==> src/rtl/instruction_fetch.sv <==
// Instruction fetch stage: drives a combinational-read instruction memory and
// buffers fetched {pc, instr} pairs in a 2-entry in-order queue for decode.
module instruction_fetch #(
    parameter logic [31:0] RESET_PC = 32'h0000_0000
) (
    input  logic        clk,
    input  logic        reset,
    output logic [31:0] imem_addr,
    input  logic [31:0] imem_data,
    input  logic        redirect_valid,
    input  logic [31:0] redirect_target,
    output logic        out_valid,
    input  logic        out_ready,
    output logic [31:0] out_pc,
    output logic [31:0] out_instr
);

    logic [31:0] fetch_pc_q, fetch_pc_d;
    logic [1:0]  count_q, count_d;
    logic [31:0] head_pc_q, head_pc_d;
    logic [31:0] head_instr_q, head_instr_d;
    logic [31:0] tail_pc_q, tail_pc_d;
    logic [31:0] tail_instr_q, tail_instr_d;

    logic deq;
    logic fetch;

    assign imem_addr = fetch_pc_q;
    assign out_valid = (count_q != 2'd0);
    assign out_pc    = head_pc_q;
    assign out_instr = head_instr_q;

    assign deq   = out_valid & out_ready;
    assign fetch = ~redirect_valid & ((count_q < 2'd2) | deq);

    always_comb begin
        fetch_pc_d   = fetch_pc_q;
        count_d      = count_q;
        head_pc_d    = head_pc_q;
        head_instr_d = head_instr_q;
        tail_pc_d    = tail_pc_q;
        tail_instr_d = tail_instr_q;

        if (redirect_valid) begin
            // Redirect wins: drop everything queued and restart on a word boundary.
            count_d    = 2'd0;
            fetch_pc_d = redirect_target & 32'hFFFF_FFFC;
        end else begin
            if (fetch) begin
                fetch_pc_d = fetch_pc_q + 32'd4;
            end
            unique case ({fetch, deq})
                2'b10: begin
                    if (count_q == 2'd0) begin
                        head_pc_d    = fetch_pc_q;
                        head_instr_d = imem_data;
                    end else begin
                        tail_pc_d    = fetch_pc_q;
                        tail_instr_d = imem_data;
                    end
                    count_d = count_q + 2'd1;
                end
                2'b01: begin
                    head_pc_d    = tail_pc_q;
                    head_instr_d = tail_instr_q;
                    count_d      = count_q - 2'd1;
                end
                2'b11: begin
                    if (count_q == 2'd2) begin
                        head_pc_d    = tail_pc_q;
                        head_instr_d = tail_instr_q;
                        tail_pc_d    = fetch_pc_q;
                        tail_instr_d = imem_data;
                    end else begin
                        head_pc_d    = fetch_pc_q;
                        head_instr_d = imem_data;
                    end
                end
                default: begin
                end
            endcase
        end
    end

    always_ff @(posedge clk or posedge reset) begin
        if (reset) begin
            fetch_pc_q   <= RESET_PC;
            count_q      <= 2'd0;
            head_pc_q    <= 32'd0;
            head_instr_q <= 32'd0;
            tail_pc_q    <= 32'd0;
            tail_instr_q <= 32'd0;
        end else begin
            fetch_pc_q   <= fetch_pc_d;
            count_q      <= count_d;
            head_pc_q    <= head_pc_d;
            head_instr_q <= head_instr_d;
            tail_pc_q    <= tail_pc_d;
            tail_instr_q <= tail_instr_d;
        end
    end

endmodule
==> config.mk <==
export PLATFORM = sky130hd
export DESIGN_NAME = instruction_fetch
export DESIGN_NICKNAME = d
export VERILOG_FILES = /design/src/rtl/instruction_fetch.sv
export SDC_FILE = /design/constraint.sdc
export NUM_CORES = 1
export LEC_CHECK = 0
export CAP_MARGIN = 20
export CORE_ASPECT_RATIO = 1.5
export CORE_UTILIZATION = 50
export CTS_CLUSTER_DIAMETER = 50
export DETAILED_ROUTE_END_ITERATION = 6
export PLACE_DENSITY = 0.92
export SYNTH_ARGS = -nofsm -noshare
export SYNTH_HDL_FRONTEND = slang
export SYNTH_SLANG_ARGS = --single-unit
==> constraint.sdc <==
create_clock -name clk -period 8.6 [get_ports clk]
set_input_delay 2.58 -clock clk [delete_from_list [all_inputs] [get_ports clk]]
set_output_delay 2.58 -clock clk [all_outputs]
set_load 0.02 [all_outputs]
==> impl_metrics.json <==
{
  "rows": 53,
  "yosysMostFrequentCell": "dfrtp_1",
  "wirelength_um": 16900,
  "synth_top_area_cell": "dfrtp_1",
  "clk_latency_ps": 410,
  "startpoint_type": "primary input",
  "cts_tree": "yes",
  "p_per_area_nw_per_um2": 247,
  "rr_endpoint": "out_pc[8]",
  "min_path_type": "reg2reg",
  "grt_pass1_wl_um": 27800,
  "drive_above_1_share": 0.130,
  "reg2reg_depth": 5,
  "syn_area_um2": 7160,
  "period_needed_ps": 4840,
  "clkSinkCount": 157,
  "synth_edf_count": 0,
  "diodes": 0,
  "cap_violations": 0,
  "stdcell_count": 987,
  "final_util": 0.679,
  "synth_commonest_cells": "dfrtp_1 (157), nand2_1 (92), mux2i_1 (63)",
  "cts_root_buf": "clkbuf_16",
  "final_antenna_net_count": 0,
  "crit_end": "out_pc[8]",
  "max-slew-margin-rel": 0.355,
  "cts_buffer_depth": 2,
  "postCtsHoldBufs": 0,
  "first_pass_iters": 4,
  "area_growth_pct": 32.8,
  "antenna_found_initial": 0,
  "synth_ff_type": "dfrtp_1",
  "tns_ps": 0,
  "ctsHtreeMaxLevel": 4,
  "async_flop_share": 1.00,
  "endpoint_kind": "flop",
  "die_height_um": 149,
  "timing.final.crit_share": 0.563,
  "grt_max_degree": 126,
  "dp_hpwl_um": 11400,
  "avgRoutedWirePerCell_um": 17.1,
  "grt.total_usage": 0.243,
  "drc": 0,
  "yosys_warnings": 0,
  "worstMarginPinSlew_ps": 964,
  "rsz0062_at_grt": "no",
  "slew_viol_final": 0,
  "hold_viol_final": 0,
  "cts-resized-gates": 0,
  "status": "finished, final reports clean",
  "cts_setup_buffers": 0,
  "synth.distinct_cells": 50,
  "path_class": "in2reg",
  "rr_startpoint": "count_q[1]",
  "pre_cts_slack_ps": 3260,
  "cts-buffers-inserted": 17,
  "critical_path.startpoint": "redirect_valid",
  "syn_inst": 644,
  "die_w_um": 99.7,
  "worstPathRequired_ps": 8890,
  "grt_overflow_total": 0,
  "ir_drop_v": 0.000148,
  "port_buffers": 160,
  "syn_avg_cell_area_um2": 11.1,
  "initial_utilization": 0.511,
  "p_leak_nw": 4.24,
  "dr.first_iter.drc_count": 322,
  "ys_seq_area_frac": 0.549,
  "synth_top_area_frac": 0.549,
  "finalSetupViolCount": 0,
  "grt_pass1_vias": 5547,
  "dp_cells": 955,
  "fmax_ghz": 0.206,
  "r2r_setup_slack_ps": 5900,
  "worst_slack_ps": 3760,
  "vias_per_cell": 5.58,
  "synth.area.top_cells": "dfrtp_1 (55%), mux2i_1 (8.8%), mux2_2 (8.3%)",
  "dieArea_um2": 14800,
  "gp_congestion": 0.861,
  "clk_pin_slew_ps": 60,
  "final_nets": 852,
  "ys_seq_elements": 157,
  "coreArea_um2": 14000,
  "fin_skew_ps": 7.09,
  "io_pins": 165,
  "holdWs_ps": 477,
  "vias": 5512,
  "cp.arrival_ps": 5130,
  "crit_fanout": 53
}
==> metal layers <==
layer / global-route usage / up-vias / wire length [um]
met3: 0.0540 / 39 / 869
met1: 0.287 / 2707 / 6630
met4: 0.116 / 0 / 515
met5: 0 / - / 0
li1: - / 2577 / -
met2: 0.417 / 189 / 8880
==> worst min-delay path by stage <==
stage                startpoint          endpoint  slack (ps)  depth (start not counted)
2_1_floorplan  tail_instr_q[11]  tail_instr_q[11]         460                          1
3_3_place_gp         out_pc[24]        out_pc[24]         460                          2
3_5_place_dp         out_pc[28]        out_pc[28]         470                          2
4_1_cts              out_pc[28]        out_pc[28]         480                          2
5_1_grt              out_pc[24]        out_pc[24]         490                          2
6_report          out_instr[15]     out_instr[15]         480                          2
==> through the flow <==
step | area, um2 | power [mW]
after CTS | 9480 | 2.36
after floorplan | 7160 | 1.32
after global placement | 8850 | 1.53
final | 9510 | 2.34
after detailed placement | 8850 | 1.56
after global routing | 9510 | 2.46
==> registers in the layout, indices dropped and copies added (netlist names) <==
name          cells
imem_addr        30
tail_instr_q     32
out_instr        32
out_pc           31
tail_pc_q        30
count_q           2
==> power by group <==
group | internal [mW] | switching, mW | leakage [nW]
registers | 0.903 | 0.108 | 1.90
clock network | 0.495 | 0.302 | 0.303
logic | 0.279 | 0.258 | 2.04
==> critical path, cell delays in order <==
cell,delay (ps)
buf_2,100
buf_4,270
and2_1,230
o21ai_4,740
buf_4,730
mux2i_1,310
o21ai_1,80
==> kinds of logic after synthesis <==
kind of cell / Yosys count / share of synthesized area
AOI/OAI and AO/OA: 107 / 0.0848
xor gates and xnor gates: 10 / 0.0122
adders and majority gates: 1 / 0.00175
buffers and inverters: 54 / 0.0334
DFF: 157 / 0.549
muxes: 125 / 0.186
other: 1 / 0.000524
and+or+nand+nor: 189 / 0.133
==> area by class of cell <==
type                            count  area [um2]
Sequential cell                   157        3930
Fill cell                        1013        4490
Timing Repair Buffer              165        1650
Clock inverter                     13         189
Inverter                            8        35.0
Tap cell                          192         240
Clock buffer                       18         439
Multi-Input combinational cell    434        3020
==> cells in the final DEF, fill, tap and decap left out, types with 5 or more instances in the layout <==
| cell | count |
|---|---|
| clkdlybuf4s50_1 | 159 |
| dfrtp_1 | 157 |
| nand2_1 | 92 |
| mux2i_1 | 63 |
| mux2_2 | 53 |
| o21ai_0 | 51 |
| o21ai_1 | 25 |
| nand3_1 | 20 |
| clkbuf_16 | 17 |
| nor2_1 | 15 |
| nand4_1 | 11 |
| mux2_1 | 9 |
| a31oi_1 | 9 |
| or4_1 | 8 |
| inv_1 | 7 |
| nor3_1 | 6 |
| xnor2_1 | 5 |
| xor2_1 | 5 |
| nor4_1 | 5 |
Note: power is estimated with default switching activity, not from simulation.
